==> src/rtl/icache_pkg.sv <==
// -----------------------------------------------------------------------------
// icache_pkg
// Shared definitions for the instruction-cache refill controller:
//   - state_t      : controller FSM states
//   - LINE_WORDS   : 32-bit words per cache line
//   - LINE_W       : line width in bits
//   - TAG/IDX/OFF  : bit ranges of a byte address (tag = [31:7], index = [6:4],
//                    word offset = [3:2])
// Configuration macro used by the controller: ICACHE_PERF_CNT_EN.
// -----------------------------------------------------------------------------
package icache_pkg;

  typedef enum logic [2:0] {
    ST_IDLE   = 3'd0,
    ST_LOOKUP = 3'd1,
    ST_CHECK  = 3'd2,
    ST_REFILL = 3'd3,
    ST_FILL   = 3'd4
  } state_t;

  localparam int LINE_WORDS = 4;
  localparam int WORD_W     = 32;
  localparam int LINE_W     = LINE_WORDS * WORD_W;  // 128
  localparam int WC_W       = 2;

  localparam int TAG_HI = 31;
  localparam int TAG_LO = 7;
  localparam int IDX_HI = 6;
  localparam int IDX_LO = 4;
  localparam int OFF_HI = 3;
  localparam int OFF_LO = 2;

  // Word address inside a line: keep the line base, substitute the word index.
  function automatic logic [31:0] line_word_addr(input logic [31:0] addr,
                                                 input logic [WC_W-1:0] wc);
    return {addr[31:OFF_HI+1], wc, 2'b00};
  endfunction

endpackage

==> src/rtl/icache_line_asm.sv <==
// -----------------------------------------------------------------------------
// icache_line_asm
// Collects the words of one cache line returned by memory.
// Ports:
//   clock   in   clock, rising edge
//   reset_n in   asynchronous active-low reset (counter and line to 0)
//   clear   in   restart assembly at word 0
//   we      in   store wdata into word wc, then advance wc (wraps 3 -> 0)
//   wdata   in   [31:0] word from memory
//   wc      out  [1:0] index of the next word to be written
//   line    out  [127:0] assembled line, word k in bits [32k+31:32k]
// -----------------------------------------------------------------------------
module icache_line_asm
  import icache_pkg::*;
(
  input  logic              clock,
  input  logic              reset_n,
  input  logic              clear,
  input  logic              we,
  input  logic [WORD_W-1:0] wdata,
  output logic [WC_W-1:0]   wc,
  output logic [LINE_W-1:0] line
);

  logic [WC_W-1:0] r_wc;

  always_ff @(posedge clock or negedge reset_n) begin
    if (!reset_n) begin
      r_wc <= '0;
    end else if (clear) begin
      r_wc <= '0;
    end else if (we) begin
      r_wc <= r_wc + 1'b1;  // natural wrap after the last word
    end
  end

  assign wc = r_wc;

  // One register per line word; only the word selected by the counter loads.
  genvar gi;
  generate
    for (gi = 0; gi < LINE_WORDS; gi++) begin : g_word
      logic [WORD_W-1:0] r_word;

      always_ff @(posedge clock or negedge reset_n) begin
        if (!reset_n) begin
          r_word <= '0;
        end else if (we && (r_wc == WC_W'(gi))) begin
          r_word <= wdata;
        end
      end

      assign line[gi*WORD_W +: WORD_W] = r_word;
    end
  endgenerate

endmodule

==> src/rtl/icache_refill_ctrl.sv <==
// -----------------------------------------------------------------------------
// icache_refill_ctrl
// Instruction fetch controller: looks up a registered cache, and on a miss
// reads the 4-word line from memory, writes it into the cache, then retries.
// Ports:
//   clock, reset_n           clock / asynchronous active-low reset
//   fetch_req, fetch_addr    CPU request (accepted when fetch_ready=1)
//   fetch_ready              controller idle
//   instr_valid, instr       one-cycle result pulse / held instruction
//   cache_addr               lookup and fill address to the cache
//   cache_hit, cache_instr   registered cache response
//   fill_valid, fill_line    one-cycle line write to the cache
//   mem_req, mem_addr        memory word read request
//   mem_ack, mem_rdata       memory response
//   hit_count, miss_count    (ICACHE_PERF_CNT_EN only) saturating counters
// Optional feature macro: ICACHE_PERF_CNT_EN.
// -----------------------------------------------------------------------------
module icache_refill_ctrl
  import icache_pkg::*;
#(
  parameter int LINE_WORDS = 4,
  parameter int IDX_W      = 3
) (
  input  logic              clock,
  input  logic              reset_n,
  input  logic              fetch_req,
  input  logic [31:0]       fetch_addr,
  output logic              fetch_ready,
  output logic              instr_valid,
  output logic [31:0]       instr,
  output logic [31:0]       cache_addr,
  input  logic              cache_hit,
  input  logic [31:0]       cache_instr,
  output logic              fill_valid,
  output logic [LINE_W-1:0] fill_line,
  output logic              mem_req,
  output logic [31:0]       mem_addr,
  input  logic              mem_ack,
  input  logic [31:0]       mem_rdata
`ifdef ICACHE_PERF_CNT_EN
  ,
  output logic [31:0]       hit_count,
  output logic [31:0]       miss_count
`endif
);

  // The address map (tag/index/offset) and line width are fixed.
  generate
    if (LINE_WORDS != icache_pkg::LINE_WORDS || IDX_W != (IDX_HI - IDX_LO + 1)) begin : g_cfg_check
      $error("icache_refill_ctrl: only LINE_WORDS=4 and IDX_W=3 are supported");
    end
  endgenerate

  state_t          r_state;
  state_t          w_state_next;
  logic [31:0]     r_addr_q;
  logic [31:0]     r_instr;
  logic            r_instr_valid;

  logic            w_accept;
  logic            w_hit_done;
  logic            w_miss;
  logic            w_clear;
  logic            w_we;
  logic [WC_W-1:0] w_wc;
  logic [LINE_W-1:0] w_line;
  logic            w_unused_addr_bits;

  assign w_unused_addr_bits = ^fetch_addr[1:0];  // byte offset is ignored

  assign w_accept   = (r_state == ST_IDLE)  && fetch_req;
  assign w_hit_done = (r_state == ST_CHECK) && cache_hit;
  assign w_miss     = (r_state == ST_CHECK) && !cache_hit;
  assign w_we       = (r_state == ST_REFILL) && mem_ack;  // acks elsewhere ignored

  // ---------------------------------------------------------------- state reg
  always_ff @(posedge clock or negedge reset_n) begin
    if (!reset_n) begin
      r_state       <= ST_IDLE;
      r_addr_q      <= '0;
      r_instr       <= '0;
      r_instr_valid <= 1'b0;
    end else begin
      r_state       <= w_state_next;
      r_instr_valid <= w_hit_done;
      if (w_accept) begin
        r_addr_q <= {fetch_addr[31:2], 2'b00};
      end
      if (w_hit_done) begin
        r_instr <= cache_instr;
      end
    end
  end

  // --------------------------------------------------------------- next state
  always_comb begin
    w_state_next = r_state;
    w_clear      = 1'b0;
    case (r_state)
      ST_IDLE: begin
        if (fetch_req) w_state_next = ST_LOOKUP;
      end
      ST_LOOKUP: begin
        // Cache samples cache_addr at the end of this cycle.
        w_state_next = ST_CHECK;
      end
      ST_CHECK: begin
        if (cache_hit) begin
          w_state_next = ST_IDLE;
        end else begin
          w_clear      = 1'b1;
          w_state_next = ST_REFILL;
        end
      end
      ST_REFILL: begin
        if (mem_ack && (w_wc == WC_W'(LINE_WORDS - 1))) w_state_next = ST_FILL;
      end
      ST_FILL: begin
        w_state_next = ST_LOOKUP;  // retry the lookup on the freshly written line
      end
      default: begin
        w_state_next = ST_IDLE;
      end
    endcase
  end

  // ------------------------------------------------------------ line assembly
  icache_line_asm u_line_asm (
    .clock   (clock),
    .reset_n (reset_n),
    .clear   (w_clear),
    .we      (w_we),
    .wdata   (mem_rdata),
    .wc      (w_wc),
    .line    (w_line)
  );

  // ------------------------------------------------------------------ outputs
  assign fetch_ready = (r_state == ST_IDLE);
  assign instr_valid = r_instr_valid;
  assign instr       = r_instr;
  assign cache_addr  = r_addr_q;
  assign fill_valid  = (r_state == ST_FILL);
  assign fill_line   = w_line;
  assign mem_req     = (r_state == ST_REFILL);
  assign mem_addr    = (r_state == ST_REFILL) ? line_word_addr(r_addr_q, w_wc) : '0;

`ifdef ICACHE_PERF_CNT_EN
  // A retry lookup follows FILL; its hit belongs to the miss already counted.
  logic        r_retry;
  logic [31:0] r_hit_count;
  logic [31:0] r_miss_count;

  always_ff @(posedge clock or negedge reset_n) begin
    if (!reset_n) begin
      r_retry      <= 1'b0;
      r_hit_count  <= '0;
      r_miss_count <= '0;
    end else begin
      if (r_state == ST_FILL) begin
        r_retry <= 1'b1;
      end else if (w_accept) begin
        r_retry <= 1'b0;
      end
      if (w_hit_done && !r_retry && (r_hit_count != 32'hFFFF_FFFF)) begin
        r_hit_count <= r_hit_count + 32'd1;
      end
      if (w_miss && (r_miss_count != 32'hFFFF_FFFF)) begin
        r_miss_count <= r_miss_count + 32'd1;
      end
    end
  end

  assign hit_count  = r_hit_count;
  assign miss_count = r_miss_count;
`endif

endmodule

==> config.mk <==
export PLATFORM = sky130hd
export DESIGN_NAME = icache_refill_ctrl
export DESIGN_NICKNAME = d
export VERILOG_FILES = /design/src/rtl/icache_pkg.sv /design/src/rtl/icache_line_asm.sv /design/src/rtl/icache_refill_ctrl.sv
export SDC_FILE = /design/constraint.sdc
export NUM_CORES = 1
export LEC_CHECK = 0
export CORE_ASPECT_RATIO = 1.75
export CORE_MARGIN = 3
export CORE_UTILIZATION = 43
export DETAILED_ROUTE_END_ITERATION = 8
export GPL_ROUTABILITY_DRIVEN = 0
export GPL_TIMING_DRIVEN = 0
export MAX_ROUTING_LAYER = met4
export PLACE_DENSITY_LB_ADDON = 0.25
export SETUP_SLACK_MARGIN = 0.3
export SYNTH_ARGS = -nofsm -noshare
export SYNTH_HDL_FRONTEND = slang
export SYNTH_SLANG_ARGS = --single-unit
==> constraint.sdc <==
create_clock -name clock -period 1.9 [get_ports clock]
set_input_delay 0.19 -clock clock [delete_from_list [all_inputs] [get_ports clock]]
set_output_delay 0.19 -clock clock [all_outputs]
set_load 0.01 [all_outputs]
==> results of run 1 <==
==> power by group through the flow <==
stage               clock [mW]  combinational, mW  sequential [mW]
floorplan                    0               2.86             7.97
global placement             0               8.91             7.10
detailed placement           0               9.12             7.23
CTS                       3.61               10.8             7.21
global route              3.77               11.9             7.50
finish                    3.53               11.3             7.26
==> worst max-delay path, cell delays in order (launching register included) <==
cell and delay (ps):
dfrtp_1 390, and3b_1 240, buf_6 190, buf_6 140, nand3_4 150, buf_12 180
buf_16 130, mux2_4 290
==> worst paths after layout <==
check	from	to	slack, ps	depth (start not counted)
max reg2reg	r_state[2]	u_line_asm.g_word[1].r_word[19]	80	7
max	r_state[2]	u_line_asm.g_word[1].r_word[19]	80	7
min reg2reg	u_line_asm.g_word[1].r_word[6]	u_line_asm.g_word[1].r_word[6]	500	1
max in group asynchronous	reset_n	cache_addr[6]	590	3
min in group asynchronous	reset_n	u_line_asm.g_word[3].r_word[16]	320	2
min	mem_ack	r_state[1]	250	4
==> metal layers <==
layer  up-vias  GRT usage
met2       227     0.4618
met4         0     0.1004
li1       2500          -
met1      2873     0.2528
met5         -          -
met3        52    0.06270
==> sequential cells by signal (all words and copies together) (netlist names) <==
signal / count
u_line_asm.g_word.r_word: 128
instr: 32
cache_addr: 30
r_state: 3
u_line_asm.wc: 2
instr_valid: 1
==> kinds of logic (layout without fill, tap and decap cells) <==
| kind of cell | Yosys count | in the layout | share of synthesized area |
|---|---|---|---|
| AOI/OAI and AO/OA | 6 | 6 | 0.005359 |
| other | 1 | 5 | 0.0004867 |
| muxes | 190 | 190 | 0.2777 |
| DFF | 196 | 196 | 0.6366 |
| buffers and inverters | 33 | 456 | 0.02761 |
| and+or+nand+nor | 51 | 51 | 0.04580 |
| adders and majority gates | 4 | 4 | 0.006496 |
==> cell type report <==
| class | count | area (um2) |
|---|---|---|
| Sequential cell | 196 | 4905 |
| Timing Repair Buffer | 391 | 4322 |
| Fill cell | 1017 | 3954 |
| Multi-Input combinational cell | 255 | 3043 |
| Clock buffer | 20 | 446.7 |
| Buffer | 31 | 446.7 |
| Tap cell | 231 | 289.0 |
| Clock inverter | 12 | 121.4 |
| Inverter | 2 | 7.507 |
| Antenna cell | 1 | 2.502 |
==> cells in the mapped netlist, types with 2 or more instances <==
master | n | share of area
inv_1 | 2 | 0.00097
nor3b_1 | 2 | 0.0019
nor2_1 | 2 | 0.00097
nor3_4 | 2 | 0.0042
o21ai_0 | 2 | 0.0013
mux2_2 | 185 | 0.27
nand3_2 | 2 | 0.0026
buf_6 | 3 | 0.0044
clkbuf_1 | 3 | 0.0015
buf_2 | 11 | 0.0071
buf_4 | 14 | 0.014
nand2_1 | 2 | 0.00097
a22o_1 | 2 | 0.0023
dfrtp_1 | 196 | 0.64
mux2_1 | 5 | 0.0073
ha_1 | 4 | 0.0065
and2_1 | 30 | 0.024
==> what timing repair did <==
action,in CTS,in global routing
cloned,17,1
resized for setup,337,100
endpoints found under the setup margin,215,255
hold endpoints to repair,88,0
pin swaps,22,7
buffers inserted,38,12
hold buffers,1,0
==> impl_metrics.yaml, run 1 <==
timing:
  fin_ws_ps: 79.62
  finClkSkew_ps: 8.109
  min_period_over_period: 0.9581
  period_needed_ps: 1820
  worst_pin_slew_ps: 681.8
  slew_viol_final: 0
  max-slew-margin-rel: 0.5455
  rsz0062_at_grt: "yes"
  hold_violations: 0
  tns_ps: 0
  max_freq_mhz: 549.3
  worst_hold_slack_ps: 247.4
  finalSetupViolCount: 0
clock_network:
  clock_latency_ps: 430
  numCtsBuffers: 17
  cts_tree: "done"
  clk_path_buf_depth: 2
  path_clk_slew_ps: 70
  h-tree-depth: 4
  numClockSinks: 196
  cts_root_buf: "clkbuf_16"
power_and_ir_drop:
  p_seq_frac: 0.329
  swShare: 0.3095
  clkPwrFrac: 0.160
  power_density_nw_per_um2: 1625
  p_total_mw: 22.08
  p_switching_mw: 6.833
  p_leak_nw: 6.413
  intPower_mw: 15.25
  ir_drop_v: 0.001061
  power_frac_comb: 0.511
grt:
  antenna_found_initial: 1
  overflow: 0
  grt_usage: 0.2525
  grt_pass1_wl_mm: 36.58
  grt_pass1_vias: 6357
  grt_max_degree: 109
die:
  fp.dieW_um: 107.2
  coreArea_um2: 17540
  start_util: 0.4394
  die-area_um2: 19620
  rows: 64
  die_h_um: 183.1
  io_pins: 329
synthesis:
  netlist_area_um2: 7705
  synth_edf_count: 0
  synth-seq-cells: 196
  async_flop_share: 1.000
  syn-mean-instance-area_um2: 16.02
  synth_ff_type: "dfrtp_1"
  syn_inst: 481
  yosysWarnings: 0
  synth_cell_types: 31
  synth_seq_area_share: 0.6366
detailed_routing:
  drc: 0
  viasPerCell: 4.962
  num_vias: 5652
  drt_iter0_drc: 145
  drt-total-wl_mm: 24.22
  dr.max_layer_used: "met4"
  wl_met1_mm: 8.280
  wl_met2_mm: 13.62
  antenna_left: 0
  avgRoutedWirePerCell_um: 21.27
  first_pass_iters: 4
  met3_length_mm: 1.484
setup_path:
  required_ps: 2220
  crit_arrival_ps: 2140
  path_class: "reg -> reg"
  cp-start-kind: "flop"
  worst-path-max-fanout: 8
  end_kind: "flop"
final_layout:
  final_common_cell: "clkdlybuf4s50_1"
  fin_util: 0.7745
  layout.nets: 999
  design_area_um2: 13580
  stdcell_count: 1139
  area_delta_synth_final_pct: 76.29
  layout_common_cells: "clkdlybuf4s50_1 (255), dfrtp_1 (196), mux2_2 (106)"
  drive_gt1_frac: 0.4366
flow_run:
  drv_cap: 0
worst_hold_path:
  min_path_type: "in -> reg"
placement:
  dp_worst_setup_slack_ps: -102.2
  hpwl_mm: 15.53
  portBuffers: 321
  place_inst: 1037
  dpl-instance-area_um2: 11260
run_status:
  status: "completed"
Power figures use the tool's default switching activity.
==> run 2: changes to the inputs <==
Settings changed: SLEW_MARGIN set to 15.
==> run 2 against run 1 <==
Compared with the run above: combinational power is 8% lower; design area is 4.0% lower; setup slack better by 32 ps; critical endpoint is now mem_addr[6]; largest power group unchanged.
==> impl_metrics.yaml, run 2 (synthesis results as in run 1) <==
grt:
  grt_usage: 0.2355
  grt_max_degree: 108
  antenna_found_initial: 0
  grt_pass1_vias: 6053
  grt_pass1_wl_mm: 34.10
  overflow: 0
power_and_ir_drop:
  p_leak_nw: 6.133
  p_total_mw: 21.30
  ir_drop_v: 0.001181
  power_density_nw_per_um2: 1634
die:
  io_pins: 329
  die_h_um: 183.1
  die-area_um2: 19620
  coreArea_um2: 17540
  fp.dieW_um: 107.2
  start_util: 0.4394
  rows: 64
final_layout:
  largest-register: "u_line_asm.g_word.r_word"
  design_area_um2: 13040
  drive_gt1_frac: 0.3896
  largest_reg_flops: 128
  layout_common_cells: "clkdlybuf4s50_1 (259), dfrtp_1 (194), mux2_2 (113)"
  layout.nets: 975
  final_common_cell: "clkdlybuf4s50_1"
  stdcell_count: 1114
  fin_util: 0.7433
  n_antenna_cell: 0
  area_delta_synth_final_pct: 69.18
detailed_routing:
  wl_met1_mm: 7.986
  drt_iter0_drc: 186
  viasPerCell: 4.946
  num_vias: 5510
  antenna_left: 0
  first_pass_iters: 4
  dr.max_layer_used: "met4"
  wl_met2_mm: 13.33
  avgRoutedWirePerCell_um: 20.91
  drt-total-wl_mm: 23.30
  drc: 0
  met3_length_mm: 1.381
placement:
  dpl-instance-area_um2: 11260
  portBuffers: 321
  dp_worst_setup_slack_ps: -96.80
  hpwl_mm: 15.53
  place_inst: 1037
setup_path:
  r2r_cells: 7
  worst-r2r-setup-slack_ps: 120
  crit_chain: "and3b_1, buf_6, buf_8, and2_1, buf_2"
  timing.rr.start: "r_state[2]"
  worst-path-max-fanout: 10
  end_kind: "output port"
  required_ps: 1710
  cp-start-kind: "flop"
  slowest_stage: "dfrtp_1"
  worst_r2r_endpoint: "u_line_asm.g_word[1].r_word[6]"
  critPathTopFamily: "buffers and inverters"
  slowest_delay_ps: 390
  cp_num_buf_inv: 3
  crit_arrival_ps: 1600
  path_class: "reg -> out"
timing:
  finClkSkew_ps: 10.80
  period_needed_ps: 1788
  worst_pin_slew_ps: 674.8
  hold_violations: 0
  min_period_over_period: 0.9410
  finalSetupViolCount: 0
  worst_hold_slack_ps: 283.5
  rsz0062_at_grt: "yes"
  fin_ws_ps: 112.1
  tns_ps: 0
  max_freq_mhz: 559.3
  slew_viol_final: 0
  max-slew-margin-rel: 0.5502
worst_hold_path:
  min_path_cells: 4
  min_from: "mem_ack"
  min_path_type: "in -> reg"
  min_to: "r_state[1]"
clock_network:
  cts_tree: "done"
  clk_path_buf_depth: 2
  numClockSinks: 196
  path_clk_slew_ps: 70
  h-tree-depth: 4
  clock_latency_ps: 440
  numCtsBuffers: 17
  cts_root_buf: "clkbuf_16"
run_status:
  status: "completed"
flow_run:
  drv_cap: 0
## run 2: power breakdown
part / internal, mW / switching [mW] / total, mW / leakage [nW]
Combinational: 6.61 / 3.83 / 10.4 / 3.42
Sequential: 6.09 / 1.15 / 7.24 / 2.43
Clock: 2.05 / 1.56 / 3.62 / 0.283
Total: 14.8 / 6.55 / 21.3 / 6.13
## run 2: worst max-delay path by stage
stage	start	end	slack (ps)	cells after the start
2_1_floorplan	r_state[1]	cache_addr[10]	310	5
3_3_place_gp	reset_n	cache_addr[12]	-7050	1
3_5_place_dp	r_state[2]	mem_addr[3]	-100	5
4_1_cts	r_state[2]	mem_addr[6]	100	5
5_1_grt	r_state[2]	mem_addr[15]	40	5
6_report	r_state[2]	mem_addr[6]	110	5
## run 2: per-layer routing
layer / vias up / global-route usage
li1: 2448 / -
met1: 2821 / 0.2356
met2: 203 / 0.4352
met3: 38 / 0.06587
met4: 0 / 0.07424
met5: - / -
## run 2: worst min-delay path, cell delays in order
cell	delay (ps)
buf_2	190
nand3_1	120
a21oi_1	70
nor2_1	90
## run 2: layout make-up
| cell class | count | area (um2) |
|---|---|---|
| Sequential cell | 196 | 4907 |
| Fill cell | 1078 | 4502 |
| Timing Repair Buffer | 367 | 3837 |
| Multi-Input combinational cell | 255 | 2967 |
| Clock buffer | 22 | 474.2 |
| Buffer | 31 | 430.4 |
| Tap cell | 231 | 289.0 |
| Clock inverter | 10 | 122.6 |
| Inverter | 2 | 7.507 |
## run 2: timing repair
item | CTS | global route
hold buffers | 1 | 0
cloned | 7 | 4
pin swaps | 5 | 5
buffers inserted | 27 | 6
setup endpoints to repair | 215 | 251
resized for setup | 233 | 114
hold endpoints to repair | 89 | 0
==> run 3: changes to the inputs <==
Settings changed: TNS_END_PERCENT set to 10.
==> run 3 against run 2 <==
Compared with the run above: die area unchanged; clock power is essentially flat; sequential cell count stayed put; critical endpoint is now u_line_asm.g_word[2].r_word[12]; final cell count fell by 2.6%; utilization fell by 5.4 points.
==> impl_metrics.yaml, run 3 (synthesis results as in run 1) <==
detailed_routing:
  viasPerCell: 4.873
  num_vias: 5287
  drt-total-wl_mm: 21.12
  avgRoutedWirePerCell_um: 19.46
  first_pass_iters: 4
  drt_iter0_drc: 134
  antenna_left: 0
  drc: 0
placement:
  dpl-instance-area_um2: 11260
  dp_worst_setup_slack_ps: -96.80
  hpwl_mm: 15.53
  place_inst: 1037
  portBuffers: 321
final_layout:
  stdcell_count: 1085
  layout.nets: 946
  layout_common_cells: "clkdlybuf4s50_1 (287), dfrtp_1 (196), mux2_2 (177)"
  drive_gt1_frac: 0.3595
  final_common_cell: "clkdlybuf4s50_1"
  largest-register: "u_line_asm.g_word.r_word"
  design_area_um2: 12090
  largest_reg_flops: 128
  n_antenna_cell: 0
  area_delta_synth_final_pct: 56.85
  fill_cells: 1247
timing:
  slew_viol_final: 0
  max_freq_mhz: 562.7
  min_period_over_period: 0.9354
  max-slew-margin-rel: 0.5484
  finalSetupViolCount: 0
  finClkSkew_ps: 9.606
  period_needed_ps: 1777
  worst_pin_slew_ps: 677.5
  fin_ws_ps: 122.7
  hold_violations: 0
  worst_hold_slack_ps: 236.7
  rsz0062_at_grt: "yes"
  tns_ps: 0
setup_path:
  cp-start-kind: "flop"
  critPathTopFamily: "buffers and inverters"
  worst_r2r_endpoint: "u_line_asm.g_word[2].r_word[12]"
  startpoint: "r_state[1]"
  timing.rr.start: "r_state[1]"
  required_ps: 2220
  r2r_cells: 6
  path_depth: 6
  path_class: "reg -> reg"
  worst-r2r-setup-slack_ps: 120
  end_kind: "flop"
  crit_arrival_ps: 2100
  slowest_delay_ps: 380
  slowest_stage: "dfrtp_1"
  crit_chain: "and3b_1, buf_6, buf_4, nand3_2, buf_2, mux2_2"
  worst-path-max-fanout: 10
  crit_end: "u_line_asm.g_word[2].r_word[12]"
  cp_num_buf_inv: 3
grt:
  overflow: 0
  antenna_found_initial: 0
  grt_max_degree: 108
  grt_pass1_wl_mm: 31.76
  grt_pass1_vias: 5839
  grt_usage: 0.2188
die:
  coreArea_um2: 17540
  fp.dieW_um: 107.2
  io_pins: 329
  rows: 64
  die_h_um: 183.1
  start_util: 0.4394
  die-area_um2: 19620
clock_network:
  numClockSinks: 196
  clock_latency_ps: 430
  path_clk_slew_ps: 70
  cts_root_buf: "clkbuf_16"
  h-tree-depth: 4
  clk_path_buf_depth: 2
  cts_tree: "done"
  numCtsBuffers: 17
power_and_ir_drop:
  p_leak_nw: 5.335
  ir_drop_v: 0.001125
  power_density_nw_per_um2: 1662
run_status:
  status: "completed"
worst_hold_path:
  min_path_cells: 4
  min_path_type: "in -> reg"
flow_run:
  drv_cap: 0
==> run 3: final cells by class <==
cell class              count  area [um2]  share of cell area
repair buffers            338        3309              0.2738
inverters                   2       7.507           0.0006212
multi-input cells         255        2668              0.2207
plain buffers              31       310.3             0.02568
well taps                 231       289.0             0.02392
flip-flops and latches    196        4905              0.4058
clock inverters            10       122.6             0.01015
clock buffers              22       474.2             0.03924
==> run 3: worst min-delay path by stage <==
| stage | start | end | slack, ps |
|---|---|---|---|
| 6_report | mem_ack | r_state[1] | 240 |
| 2_1_floorplan | reset_n | cache_addr[10] | -110 |
| 5_1_grt | mem_ack | r_state[1] | 260 |
| 4_1_cts | mem_ack | r_state[1] | 190 |
| 3_5_place_dp | reset_n | u_line_asm.g_word[3].r_word[14] | 240 |
| 3_3_place_gp | u_line_asm.g_word[0].r_word[31] | u_line_asm.g_word[0].r_word[31] | 470 |
==> run 3: repair_timing <==
item,4_1_cts,5_1_grt
cloned,0,4
buffers inserted,6,5
gates resized for setup,143,39
pin swaps,1,3
hold buffers,1,0
endpoints found under the setup margin,215,239
endpoints found under the hold margin,89,0
==> run 3: metal layers <==
layer,global-route usage,part of all wire
met4,0.07885,0.024
met5,-,0
met3,0.06516,0.065
met2,0.3958,0.57
met1,0.2198,0.34
==> run 3: power by group <==
part           leakage, nW  switching, mW  total (mW)  internal [mW]
sequential            2.43           1.07        7.15           6.08
clock                0.283           1.54        3.59           2.05
combinational         2.62           3.54        9.34           5.80
total                 5.33           6.16        20.1           13.9
==> run 3: through the flow <==
stage | util | power (mW)
final | 0.6891 | 20.09
after detailed placement | 0.6418 | 16.35
after global routing | 0.6891 | 21.17
after global placement | 0.6400 | 16.01
after floorplan | - | 10.82
after CTS | 0.6745 | 19.93
==> run 3: tightest hold or removal path, cell delays in order <==
cell and delay (ps):
buf_2 160, nand3_1 110, a21oi_1 70, nor2_1 80
